## config.mk

```make
export PLATFORM = sky130hd
export DESIGN_NAME = vector_ram_arbiter
export DESIGN_NICKNAME = d
export VERILOG_FILES = /design/src/rtl/vector_ram_arbiter.sv
export SDC_FILE = /design/constraint.sdc
export NUM_CORES = 1
export LEC_CHECK = 0
export BUFFER_PORTS_ARGS = -buffer_cell sky130_fd_sc_hd__buf_2
export CORE_AREA = 8 8 271 273
export CTS_CLUSTER_DIAMETER = 50
export DETAILED_ROUTE_END_ITERATION = 10
export DIE_AREA = 0 0 279 281
export SETUP_SLACK_MARGIN = 0.1
export SLEW_MARGIN = 30
export SYNTH_ARGS = -nofsm -noshare
export SYNTH_HDL_FRONTEND = slang
export SYNTH_SLANG_ARGS = --single-unit
export TNS_END_PERCENT = 5
```

## constraint.sdc

```tcl
create_clock -name clk -period 3.36 [get_ports clk]
set_clock_uncertainty 0.2 [all_clocks]
set_input_delay 0.672 -clock clk [delete_from_list [all_inputs] [get_ports clk]]
set_output_delay 0.672 -clock clk [all_outputs]
set_load 0.1 [all_outputs]
```

## src/rtl/vector_ram_arbiter.sv

```systemverilog
// Two-requester arbiter for the vector RAM request port with read-response routing.
// Latency: zero on the request path (grant is combinational); responses pass straight through.
// Backpressure: rq_ready follows ram_ready; reads stall while the tag FIFO is full; responses cannot be stalled.
module vector_ram_arbiter #(
  parameter int DATA_WIDTH      = 32,
  parameter int PARALLELISM     = 4,
  parameter int LENGTH          = 32,
  parameter int MAX_BURST       = 8,
  parameter int MAX_OUTSTANDING = 4
) (
  input  logic                                         clk,
  input  logic                                         rst,
  input  logic [1:0]                                   rq_valid,
  input  logic [1:0]                                   rq_write,
  input  logic [2*PARALLELISM*$clog2(LENGTH)-1:0]      rq_addr,
  input  logic [2*PARALLELISM*DATA_WIDTH-1:0]          rq_wdata,
  output logic [1:0]                                   rq_ready,
  output logic [1:0]                                   rsp_valid,
  output logic [PARALLELISM*DATA_WIDTH-1:0]            rsp_rdata,
  output logic                                         ram_valid,
  output logic                                         ram_write,
  output logic [PARALLELISM*$clog2(LENGTH)-1:0]        ram_addr,
  output logic [PARALLELISM*DATA_WIDTH-1:0]            ram_wdata,
  input  logic                                         ram_ready,
  input  logic                                         ram_rvalid,
  input  logic [PARALLELISM*DATA_WIDTH-1:0]            ram_rdata,
  output logic                                         err_unexpected
);
  localparam int ADDR_WIDTH = $clog2(LENGTH);
  localparam int AW = PARALLELISM * ADDR_WIDTH;
  localparam int DW = PARALLELISM * DATA_WIDTH;
  localparam int PW = (MAX_OUTSTANDING > 1) ? $clog2(MAX_OUTSTANDING) : 1;
  localparam int OW = $clog2(MAX_OUTSTANDING + 1);
  localparam int CW = $clog2(MAX_BURST + 1);

  typedef enum logic [1:0] {IDLE = 2'd0, OWN0 = 2'd1, OWN1 = 2'd2} state_t;

  state_t          state_q, state_d;
  logic            rr_q, rr_d;
  logic [CW-1:0]   cnt_q, cnt_d;
  logic            tag_mem_q [MAX_OUTSTANDING];
  logic            tag_mem_d [MAX_OUTSTANDING];
  logic [PW-1:0]   wr_ptr_q, wr_ptr_d, rd_ptr_q, rd_ptr_d;
  logic [OW-1:0]   occ_q, occ_d;
  logic            err_q, err_d;

  logic            tag_empty, tag_full, pop, push, head;
  logic [1:0]      eligible, cand, grant;
  logic            own, oth, pick, idle_pick;

  function automatic logic [PW-1:0] ptr_inc(input logic [PW-1:0] p);
    return (p == PW'(MAX_OUTSTANDING - 1)) ? '0 : p + 1'b1;
  endfunction

  // Tag FIFO status; a same-cycle pop frees a slot for a read beat
  always_comb begin
    tag_empty = (occ_q == '0);
    tag_full  = (occ_q == OW'(MAX_OUTSTANDING));
    head      = tag_mem_q[rd_ptr_q];
    pop       = ram_rvalid & ~tag_empty;
    eligible  = rq_write | {2{~tag_full | pop}};
    cand      = rq_valid & eligible;
  end

  // Ownership FSM: burst-bounded round robin, an ineligible owner lends the slot to the other side
  always_comb begin
    state_d   = state_q;
    rr_d      = rr_q;
    cnt_d     = cnt_q;
    grant     = 2'b00;
    idle_pick = 1'b0;
    pick      = 1'b0;
    own       = (state_q == OWN1);
    oth       = ~own;
    case (state_q)
      IDLE: idle_pick = 1'b1;
      OWN0, OWN1: begin
        if (!rq_valid[own]) begin
          // Owner went quiet: fall through to the IDLE decision this same cycle
          state_d   = IDLE;
          rr_d      = oth;
          idle_pick = 1'b1;
        end else if (cnt_q == CW'(MAX_BURST)) begin
          cnt_d = '0;
          if (rq_valid[oth]) begin
            state_d = own ? OWN0 : OWN1;
            rr_d    = oth;
          end
        end else if (cand[own]) begin
          grant[own] = 1'b1;
          if (ram_ready) cnt_d = cnt_q + 1'b1;
        end else if (cand[oth]) begin
          grant[oth] = 1'b1;
        end
      end
      default: state_d = IDLE;
    endcase
    if (idle_pick && (cand != 2'b00)) begin
      pick        = (cand == 2'b11) ? rr_d : cand[1];
      grant[pick] = 1'b1;
      if (ram_ready) begin
        state_d = pick ? OWN1 : OWN0;
        cnt_d   = CW'(1);
      end
    end
  end

  // Request-path mux and response routing, all forced idle while reset is held
  always_comb begin
    rq_ready       = rst ? 2'b00 : (grant & eligible & {2{ram_ready}});
    ram_valid      = |(rq_valid & rq_ready);
    ram_write      = grant[1] ? rq_write[1] : rq_write[0];
    ram_addr       = grant[1] ? rq_addr[2*AW-1:AW] : rq_addr[AW-1:0];
    ram_wdata      = grant[1] ? rq_wdata[2*DW-1:DW] : rq_wdata[DW-1:0];
    push           = ram_valid & ~ram_write;
    rsp_valid      = rst ? 2'b00 : {pop & head, pop & ~head};
    rsp_rdata      = ram_rdata;
    err_unexpected = err_q;
  end

  // Tag FIFO next state and sticky unexpected-response flag
  always_comb begin
    tag_mem_d = tag_mem_q;
    wr_ptr_d  = wr_ptr_q;
    rd_ptr_d  = rd_ptr_q;
    occ_d     = occ_q;
    err_d     = err_q | (ram_rvalid & tag_empty);
    if (push) begin
      tag_mem_d[wr_ptr_q] = grant[1];
      wr_ptr_d            = ptr_inc(wr_ptr_q);
    end
    if (pop) rd_ptr_d = ptr_inc(rd_ptr_q);
    case ({push, pop})
      2'b10:   occ_d = occ_q + 1'b1;
      2'b01:   occ_d = occ_q - 1'b1;
      default: occ_d = occ_q;
    endcase
  end

  // State registers
  always_ff @(posedge clk or posedge rst) begin
    if (rst) begin
      state_q  <= IDLE;
      rr_q     <= 1'b0;
      cnt_q    <= '0;
      wr_ptr_q <= '0;
      rd_ptr_q <= '0;
      occ_q    <= '0;
      err_q    <= 1'b0;
      for (int i = 0; i < MAX_OUTSTANDING; i++) tag_mem_q[i] <= 1'b0;
    end else begin
      state_q   <= state_d;
      rr_q      <= rr_d;
      cnt_q     <= cnt_d;
      wr_ptr_q  <= wr_ptr_d;
      rd_ptr_q  <= rd_ptr_d;
      occ_q     <= occ_d;
      err_q     <= err_d;
      tag_mem_q <= tag_mem_d;
    end
  end
endmodule
```

* Yosys cells after proc, flatten, opt, wreduce, memory -nomap -nowiden
Cells that the tools add are included.
** Word-level totals
- Output and inout bits :: 283
- Word-level logic and storage cells :: 121
- Register bits :: 19
** Operators by class
- Add/sub/neg operators :: 5
- Reductions and logical operators :: 11
- $lt $le $gt $ge :: 9
- Bitwise operators :: 20
- Mux-type cells :: 56
- Equality and inequality tests :: 9
** Operators by type and width (number)
- $mux W128 :: 1
- $mux W2 :: 17
- $mux W4 :: 7
- $mux W1 :: 21
- $mux W20 :: 1
- $eq A2 B2 Y1 const B :: 5
- $and A2 B2 Y2 :: 4
- $ge A3 B3 Y1 const B :: 2
- $lt A1 B2 Y1 const B :: 3
- $not A2 Y3 :: 2
- $pmux W3 S2 :: 1
- $and A1 B1 Y1 :: 5
- $logic_and A1 B1 Y1 :: 5
- $not A1 Y1 :: 5
- $add A2 B1 Y2 const B :: 2
- $add A4 B1 Y4 const B :: 1
- $bwmux W4 :: 1
- $eq A2 B1 Y1 const B :: 2
- $eq A4 B4 Y1 const B :: 1
- $or A2 B2 Y2 :: 2
- $pmux W2 S2 :: 1
- $reduce_bool A2 Y1 :: 2
- $reduce_or A2 Y1 :: 2
- $add A3 B1 Y3 const B :: 1
- other kinds (11) :: 16

* Logic depth before layout (Yosys ltp)
Gate-level depths: netlist of the first run.
- Word-level depth :: 23
- Gate-level depth with buffers :: 16

* Worst setup path after synthesis of the first run
No wires, ideal clock.
- Path kind :: reg2out
- Start :: register state_q[0]
- End :: output port rq_ready[1]
- Buffers on the path :: 3
- Arrival :: 3256 ps
- Stages on the path, launching flop included :: 11
- Setup slack :: -768 ps
- Cell sequence :: dfrtp_1 -> inv_1 -> ha_1 -> buf_2 -> mux2_2 -> o22ai_1 -> nand2_1 -> o22a_1 -> buf_4 -> buf_2 -> nor2_1
** On the way
- Longest elaborated chain between the ends :: 17
- Elaborated cells between the ends (all ways) :: 46
- Those cells by class :: 6 x order compare; 2 x eq/ne; 28 x mux; 4 x bitwise; 6 x reduce/logical
** RTL lines
- from (decl) :: line 38 : state_t state_q, state_d;
- from (signal assigned) :: line 152 : state_q <= state_d;
- $eq A2 B2 Y1 :: line 73, 75
- $mux W1 (not written as such) (2 in a row) :: line 85 : if (rq_valid[oth]) begin
- $mux W1 :: line 85
- $mux W1 :: line 83 : end else if (cnt_q == CW'(MAX_BURST)) begin
- $mux W1 :: line 78 : if (!rq_valid[own]) begin
- $mux W1 :: line 75 : case (state_q)
- $mux W1 :: line 99 : pick = (cand == 2'b11) ? rr_d : cand[1];
- $lt A1 B2 Y1 (not written as such) / $ge A1 B1 Y1 (equally long branches) :: line 100 : grant[pick] = 1'b1;
- $logic_and A1 B1 Y1 (not written as such) :: line 100
- $mux W1 (not written as such) :: line 100
- $demux W1 S1 :: line 100
- $or A2 B2 Y2 (no source line)
- $mux W2 * :: line 98 : if (idle_pick && (cand != 2'b00)) begin
- $and A2 B2 Y2 * (2 in a row) :: line 110 : rq_ready = rst ? 2'b00 : (grant & eligible & {2{ram_ready}});
- $mux W2 * :: line 110
- to (decl) :: line 17 : output logic [1:0] rq_ready,
Every way passes the cells marked *; elsewhere a longest branch is shown, timed or not. The select of a mux whose other input is x is not followed.

* Worst setup path in the final report of the first run
- Start :: input port ram_rvalid
- End :: output port ram_wdata[74]
** On the way
- Longest elaborated chain between the ends :: 14
- Elaborated cells between the ends (all ways) :: 25
- Those cells by class :: 2 x order compare; 1 x eq/ne; 14 x mux; 5 x bitwise; 3 x reduce/logical
** RTL lines
- from (decl) :: line 25 : input logic ram_rvalid,
- $and A1 B1 Y1 * :: line 60 : pop = ram_rvalid & ~tag_empty;
- $or A1 B1 Y1 * :: line 61 : eligible = rq_write | {2{~tag_full | pop}};
- $or A2 B2 Y2 * :: line 61
- $and A2 B2 Y2 * :: line 62 : cand = rq_valid & eligible;
- $mux W1 (not written as such) (2 in a row) :: line 92 : end else if (cand[oth]) begin
- $mux W2 :: line 92
- $mux W2 :: line 89 : end else if (cand[own]) begin
- $mux W2 :: line 83
- $mux W2 :: line 78
- $mux W2 :: line 75
- $or A2 B2 Y2 (no source line)
- $mux W2 * :: line 98
- $mux W128 * :: line 114 : ram_wdata = grant[1] ? rq_wdata[2*DW-1:DW] : rq_wdata[DW-1:0];
- to (decl) :: line 23 : output logic [PARALLELISM*DATA_WIDTH-1:0] ram_wdata,
Marks and branches as above.

==> summary.txt, run 1 <==
Status - finished with violations
Violated checks - setup timing
Setup repair after global routing missed its margin - true
Area taken by multi-input logic gates - 0.00320 mm2
Critical Path AT - 2.77 ns
Leak - 5.23 nW
Number of detailed-routing iterations run before antenna repair - 4
Warnings from Yosys - 0
Nets@finish - 1599
Sequential area share after synthesis - 10.7%
Number of vias per cell - 3.14
Hold Vio Cnt, Final - 0
Cell total after placement - 2068
Number of filler instances in the final layout - 7876
Number of cells produced by synthesis - 766
Power density over the cells - 1330 mW/mm2
Clock-pin slew reported for the worst setup and hold paths after clock tree synthesis - 0.06 ns
Largest incremental delay on the critical path - 0.53 ns
EDFF count, synth - 0
Number of nets produced by synthesis - 1210
Required time worst endpoint - 2.49 ns
Area of the placeable core - 0.0693 mm2
Layout cell share with drive strength beyond 1 - 65.3%
Number of remaining DRC errors - 0
Number of global-route vias before repair - 7073
Antenna-violating nets left - 0
Main flop type after synthesis - dfrtp_1
Final wirelength - 40.6 mm
Non-filler cells in the finished layout - 2107
Maximum number of buffers from clock root to sink - 2
Setup total negative slack - -31.11 ns
Count of max-cap constraint violations - 0
H-Tree Level Count - 1
Clock buffers created by TritonCTS - 3
X dimension of the die - 279 um
Vias - 6608
Sink count of the clock tree - 19
Highest achievable clock rate - 275 MHz
Synth Area per Inst - 5.83 um2
Worst vdd ir - 0.705 mV
Post-route worst setup slack - -0.278 ns
Violation count after the first detailed-route iteration - 229
IO Count - 715
Row cnt - 97
Buffer type at the clock tree root - clkbuf_16
Crit end category - output pin
Initial core utilization - 6.44%
#FFs+latches synth - 19
Congestion Overflow GR - 0
Worst rel slew slack - 53.6%
Pre-CTS setup slack - -0.332 ns
Post-layout utilization of the core - 15.6%
Overall routing resource usage - 9.13%
Source-to-sink clock delay at the later pin of the worst-skew pair - 0.25 ns
Critical path fanouts, max - 6
Antenna violations before repair - 36
Average detailed-routed wire length per instance - 19.3 um
Post-synth cell types - 52
Clock period minus worst slack - 3.64 ns
TritonCTS clock tree - done
Total half-perimeter wirelength after legalization and detailed placement - 34.4 mm
P&R area growth vs syn - 141%
Async SR Flop Fraction - 100%
Critical path start-end classification - input pin to output pin
Worst-margin pin slew - 0.689 ns
Height of the die - 281 um
Register area - 475 um2
Summed instance area of the synthesized netlist - 0.00446 mm2
Max-slew violations - 0
Worst Hold Class - flip-flop to flip-flop
Period utilization - 108%
Kind of start point of the critical path - input pin
Standard cell with the maximum stage delay on the critical path - or4b_4
Port Buffer Count - 458
Full die area - 0.0784 mm2
Cell chain of the critical path - buf_6 > or4b_4 > o21a_1 > nand2_2 > buf_6 > o22a_4 > clkbuf_16 > buf_12 > buf_6 > nand2_2 > nand2_2 > buf_12
Weighted congestion reported at the end of routability-driven placement - 0.977
Final Setup Violations - 153
Post-route total power - 14.3 mW
First-pass GRT wire length - 51.0 mm
Maximum number of pins on one net before global-route repair - 30
path summary, 6_finish.rpt:
check	from	end	slack, ns	cells past startpoint
worst max-delay path	ram_rvalid	ram_wdata[74]	-0.28	12
max in group asynchronous	rst	tag_mem_q[2]	2.43	3
worst min register to register	occ_q[2]	occ_q[2]	0.29	1
min in group asynchronous	rst	rr_q	0.31	3
worst max register to register	state_q[0]	occ_q[2]	-0.15	16
worst min-delay path	occ_q[2]	occ_q[2]	0.29	1
registers in the layout, indices dropped and copies added (netlist names):
name / count
cnt_q: 4
state_q: 2
err_unexpected: 1
wr_ptr_q: 2
occ_q: 3
rr_q: 1
tag_mem_q: 4
rd_ptr_q: 2
where the power goes:
group | switching (mW) | internal, mW | leakage [nW]
Sequential | 0.0650 | 0.309 | 0.218
Combinational | 8.73 | 4.96 | 4.97
Clock | 0.0969 | 0.160 | 0.0410
Yosys cell counts, drive strengths merged, types with 5 or more instances:
library cell / n / share of area, %
nor3: 5 / 0.67
a21oi: 7 / 1.0
dfrtp: 19 / 11
nor2: 10 / 0.84
buf: 165 / 30
nand2: 456 / 38
mux2: 5 / 1.3
o31a: 5 / 0.98
inv: 20 / 1.7
ha: 11 / 3.1
o21ai: 9 / 1.1
worst max-delay path: cells and delay by family:
family | cells | cell delay (ns)
buf+inv | 6 | 0.81
simple gates | 4 | 0.79
compound gates | 2 | 0.48
layer usage:
metal	track usage, %	vias up	share of wire [%]
met5	2.00	-	0.56
met4	4.75	8	4.5
met3	6.56	76	16
met2	14.2	635	44
met1	8.83	2847	34
li1	-	3042	-
repair_timing:
item	4_1_cts	5_1_grt
gates resized for setup	146	92
cloned	3	4
hold endpoints to repair	0	0
buffers inserted	7	8
setup endpoints to repair	153	154
pin swaps	50	47
hold buffers	0	0
kinds of logic after synthesis:
logic type                 after synthesis  share of synthesized area, %
adders and majority gates               12                          3.53
DFF                                     19                          10.7
AOI/OAI and AO/OA                       48                          8.89
buffers and inverters                  186                          31.3
muxes                                    7                          1.99
xor gates and xnor gates                 3                         0.589
and+or+nand+nor                        491                          43.0
final cells by class:
class	count	area share, %
antenna	13	0.302
clock buffer	3	0.697
clock inverter	1	0.0464
inverter	20	0.731
multi-input combinational	561	29.7
sequential	19	4.41
tap	940	10.9
timing repair buffer	550	53.2
per-stage QoR:
step,hold slack (ns),area (um2)
floorplan,0.256,4550
global placement,0.280,9560
detailed placement,0.277,9560
CTS,0.289,10200
global route,0.316,10800
finish,0.285,10800
layout by cell type (no fill, tap or decap), drive strengths merged, types with 3 or more instances in the layout:
cell    instances
nand2         456
nor3            5
o22ai           4
nand2b          4
a21oi           7
o21ai           9
nor2           10
dfrtp          19
a221o           4
o31a            5
diode          13
inv            19
clkbuf          7
mux2            5
ha             11
nand3           4
o21a            3
buf           546
Power figures use the tool's default switching activity.
==> run 2, diff against run 1 <==
GPL_TIMING_DRIVEN = 0   (was unset)
==> summary.txt, run 2 (same netlist as run 1, synthesis figures left out) <==
Full die area - 0.0784 mm2
Kind of start point of the critical path - input pin
TritonCTS clock tree - done
Overall routing resource usage - 10.1%
Final Setup Violations - 153
Number of remaining DRC errors - 0
X dimension of the die - 279 um
Critical path fanouts, max - 10
Worst-margin pin slew - 0.710 ns
Maximum number of buffers from clock root to sink - 2
Hold Vio Cnt, Final - 0
Period utilization - 108%
Antenna-violating nets left - 0
Number of global-route vias before repair - 7888
Power density over the cells - 1240 mW/mm2
Average detailed-routed wire length per instance - 19.3 um
Commonest non-fill, non-tap cell in the layout - buf_2
Violated checks - setup timing
P&R area growth vs syn - 181%
Post-route worst setup slack - -0.274 ns
Setup repair after global routing missed its margin - true
Required time worst endpoint - 2.49 ns
Int Pwr - 5.59 mW
Vias - 7588
Max-slew violations - 0
Combinational fraction of design power - 95.8%
Violation count after the first detailed-route iteration - 314
Height of the die - 281 um
Worst Hold Class - input pin to asynchronous set/reset pin
Total half-perimeter wirelength after legalization and detailed placement - 37.4 mm
Crit end category - output pin
IO Count - 715
First-pass GRT wire length - 57.6 mm
Fraction of power spent switching nets - 64.0%
Initial core utilization - 6.44%
Minimum hold slack - 0.280 ns
Clock period minus worst slack - 3.63 ns
Buffer type at the clock tree root - clkbuf_16
Clock buffers created by TritonCTS - 3
Worst rel slew slack - 52.3%
Part of the power in registers - 2.6%
Source-to-sink clock delay at the later pin of the worst-skew pair - 0.26 ns
Worst vdd ir - 0.738 mV
Sink count of the clock tree - 19
Most frequent cells in the layout - 432 x buf_2, 255 x nand2_1, 157 x nand2_2, 156 x buf_4, 152 x buf_12
Antenna violations before repair - 39
Part of the power in the clock network - 1.7%
Leak - 6.39 nW
Count of max-cap constraint violations - 0
Clock-pin slew reported for the worst setup and hold paths after clock tree synthesis - 0.06 ns
Critical Path AT - 2.76 ns
Layout cell share with drive strength beyond 1 - 73.5%
H-Tree Level Count - 1
Post-layout utilization of the core - 18.1%
# hold bufs at CTS - 0
Area of the placeable core - 0.0693 mm2
Number of detailed-routing iterations run before antenna repair - 4
Final wirelength - 45.3 mm
Row cnt - 97
Weighted congestion reported at the end of routability-driven placement - 1.00
Highest achievable clock rate - 275 MHz
Port Buffer Count - 584
Setup total negative slack - -32.09 ns
Net switching power - 9.93 mW
Status - finished with violations
Maximum number of pins on one net before global-route repair - 22
Top flop regs - cnt_q x4, tag_mem_q x4, occ_q x3
Number of vias per cell - 3.23
Critical path start-end classification - input pin to output pin
Congestion Overflow GR - 0
Nets@finish - 1836
run 2: path summary, 6_finish.rpt:
kind / from / end / slack (ns) / cells past startpoint
max: ram_rvalid / ram_wdata[29] / -0.27 / 12
min: rst / rr_q / 0.28 / 2
max reg2reg: state_q[0] / occ_q[2] / -0.05 / 18
min reg2reg: err_unexpected / err_unexpected / 0.28 / 1
max in group asynchronous: rst / state_q[1] / 2.36 / 2
min in group clk: err_unexpected / err_unexpected / 0.28 / 1
run 2: worst max-delay path: stages:
cell      delay [ns]
buf_6           0.09
or4b_4          0.53
o21ai_4         0.18
a311oi_4        0.06
buf_4           0.17
o22ai_4         0.14
buf_12          0.17
buf_16          0.18
buf_8           0.15
nand2_1         0.08
nand2_2         0.11
buf_12          0.18
run 2: metrics by stage:
step | area (um2) | instances | setup slack, ns | power [mW]
after CTS | 11800 | 2314 | -0.387 | 14.8
after floorplan | 4550 | 766 | -0.308 | 8.81
after global placement | 8650 | 2290 | -1.03 | 10.8
after detailed placement | 8650 | 2290 | -1.02 | 10.7
final | 12600 | 2349 | -0.274 | 15.5
after global routing | 12500 | 2338 | -0.349 | 16.0
run 2: timing repair:
item,in CTS,in global routing
setup endpoints to repair,154,154
buffers inserted,14,11
pin swaps,44,44
endpoints found under the hold margin,0,0
gates cloned,6,7
gates resized for setup,770,146
run 2: layout make-up:
cell class	count	area, um2
flip-flops and latches	19	477
repair buffers	621	5630
clock buffers	3	75.1
multi-input cells	561	3480
diodes	18	45.0
inverters	20	82.6
fillers	7571	56700
plain buffers	166	1580
well taps	940	1180
clock inverters	1	5.00
run 2: layer usage:
layer	track usage (%)	wire length, um	vias up
met5	0	41	-
met1	11.2	16500	3407
met3	3.94	5160	89
met2	17.1	21400	559
li1	-	-	3527
met4	4.25	2300	6
run 2: power by group through the flow:
| stage | Clock, mW | Combinational (mW) | Sequential (mW) |
|---|---|---|---|
| floorplan | 0 | 8.42 | 0.393 |
| global placement | 0 | 10.4 | 0.398 |
| detailed placement | 0 | 10.3 | 0.403 |
| CTS | 0.259 | 14.1 | 0.396 |
| global route | 0.269 | 15.3 | 0.409 |
| finish | 0.258 | 14.9 | 0.397 |
==> run 3, diff against run 2 <==
PLACE_DENSITY_LB_ADDON = 0.08   (was unset)
==> summary.txt, run 3 (same netlist as run 1, synthesis figures left out) <==
Height of the die - 281 um
Part of the power in registers - 2.5%
Critical path fanouts, max - 8
Clock buffers created by TritonCTS - 3
Total half-perimeter wirelength after legalization and detailed placement - 36.2 mm
Average detailed-routed wire length per instance - 18.1 um
Row cnt - 97
Congestion Overflow GR - 0
First-pass GRT wire length - 56.9 mm
H-Tree Level Count - 1
Post-layout utilization of the core - 18.5%
Area of the placeable core - 0.0693 mm2
TritonCTS clock tree - done
Final Setup Violations - 154
Number of global-route vias before repair - 7449
Combinational fraction of design power - 95.8%
Initial core utilization - 6.44%
P&R area growth vs syn - 187%
Antenna violations before repair - 11
Worst vdd ir - 0.628 mV
Maximum number of buffers from clock root to sink - 2
Kind of start point of the critical path - input pin
Worst-margin pin slew - 0.705 ns
Clock-pin slew reported for the worst setup and hold paths after clock tree synthesis - 0.06 ns
Setup repair after global routing missed its margin - true
Hold Vio Cnt, Final - 0
Most common cell on crit path - buf_12
Nets@finish - 1842
Overall routing resource usage - 9.77%
Weighted congestion reported at the end of routability-driven placement - 0.845
Largest incremental delay on the critical path - 0.53 ns
Period utilization - 110%
Final wirelength - 42.3 mm
Count of max-cap constraint violations - 0
Antenna-violating nets left - 0
Number of filler instances in the final layout - 7853
Area taken by multi-input logic gates - 0.00361 mm2
Most frequent cells in the layout - 432 x buf_2, 234 x nand2_2, 193 x nand2_1, 176 x buf_12, 157 x buf_4
Number of remaining DRC errors - 0
Clock period minus worst slack - 3.71 ns
X dimension of the die - 279 um
Leak - 6.40 nW
Post-route worst setup slack - -0.345 ns
Required time worst endpoint - 2.49 ns
Commonest non-fill, non-tap cell in the layout - buf_2
Standard cell with the maximum stage delay on the critical path - or4b_4
Critical Path AT - 2.83 ns
IO Count - 715
Bufs and invs on worst path - 7
Vias - 7150
Cell chain of the critical path - buf_2 > or4b_4 > o21ai_4 > a311oi_4 > buf_4 > o22ai_4 > buf_12 > buf_12 > buf_12 > buf_12 > nand2_2 > nand2_2 > buf_12
Maximum number of pins on one net before global-route repair - 22
Worst rel slew slack - 52.6%
Source-to-sink clock delay at the later pin of the worst-skew pair - 0.26 ns
Status - finished with violations
Violation count after the first detailed-route iteration - 183
Top flop regs - cnt_q x4, tag_mem_q x4, occ_q x3
Layout cell share with drive strength beyond 1 - 78.1%
Number of detailed-routing iterations run before antenna repair - 4
Sink count of the clock tree - 19
Number of vias per cell - 3.05
Highest achievable clock rate - 270 MHz
Power density over the cells - 1230 mW/mm2
# hold bufs at CTS - 0
Family of cells with the greatest summed delay on the critical path - buffers and inverters
Max-slew violations - 0
Net switching power - 9.87 mW
Register area - 477 um2
Post-route total power - 15.7 mW
Full die area - 0.0784 mm2
Violated checks - setup timing
Worst Hold Class - flip-flop to flip-flop
Part of the power in the clock network - 1.7%
Area of placed instances - 0.00865 mm2
Port Buffer Count - 584
Int Pwr - 5.80 mW
Buffer type at the clock tree root - clkbuf_16
Final std cell area, no fill - 0.0128 mm2
Crit end category - output pin
Critical path start-end classification - input pin to output pin
Fraction of power spent switching nets - 63.0%
[run 3: final cells by class]
class                      instances  area share, %
antenna                            4         0.0783
buffer                           166           12.6
clock buffer                       4          0.616
inverter                          20          0.616
multi-input combinational        561           28.2
sequential                        19           3.73
tap                              940           9.20
timing repair buffer             627           44.9
[run 3: power by group through the flow]
| stage | combinational, mW | sequential (mW) | clock (mW) |
|---|---|---|---|
| after global placement | 10.5 | 0.409 | 0 |
| after CTS | 14.4 | 0.396 | 0.271 |
| after detailed placement | 10.4 | 0.406 | 0 |
| after floorplan | 8.42 | 0.393 | 0 |
| after global routing | 15.7 | 0.407 | 0.281 |
| final | 15.0 | 0.393 | 0.259 |
[run 3: repair_timing]
action | CTS | global route
resized for setup | 796 | 205
pin swaps | 30 | 30
hold endpoints to repair | 0 | 0
setup buffers | 21 | 14
cloned | 5 | 3
setup endpoints to repair | 154 | 154
[run 3: path summary, 6_finish.rpt]
path                                     start             end  slack [ns]  cells after the start
worst max-delay path                ram_rvalid   ram_wdata[26]       -0.35                     13
worst min-delay path            err_unexpected  err_unexpected        0.27                      1
worst max register to register      state_q[0]        occ_q[1]       -0.18                     17
worst min register to register  err_unexpected  err_unexpected        0.27                      1
max in group asynchronous                  rst      state_q[1]        2.29                      2
min in group asynchronous                  rst  err_unexpected        0.29                      2
[run 3: layer usage]
layer,GRT usage [%],vias to the layer above,wire (um)
met4,0.936,6,332
met5,0,-,34
met2,18.7,297,23000
li1,-,3518,-
met3,2.94,23,3220
met1,10.9,3306,15800
[run 3: worst register-to-register path: cells and delay by family, from the launching register on]
family                   cells  cell delay, ns
adder cells (fa/ha/maj)      3            0.73
AND/OR/NAND/NOR              1            0.11
buffers and inverters        8            0.92
multiplexers                 1            0.34
flip-flops                   1            0.40
AO/OA/AOI/OAI                4            0.74
[run 3: metrics by stage]
stage / hold WS, ns / TNS [ns] / instances / worst slack [ns]
floorplan: 0.256 / -42.06 / 766 / -0.308
global placement: 0.246 / -99.97 / 2290 / -0.807
detailed placement: 0.250 / -98.51 / 2290 / -0.812
CTS: 0.273 / -39.45 / 2320 / -0.382
global route: 0.286 / -54.18 / 2338 / -0.445
finish: 0.270 / -37.17 / 2341 / -0.345
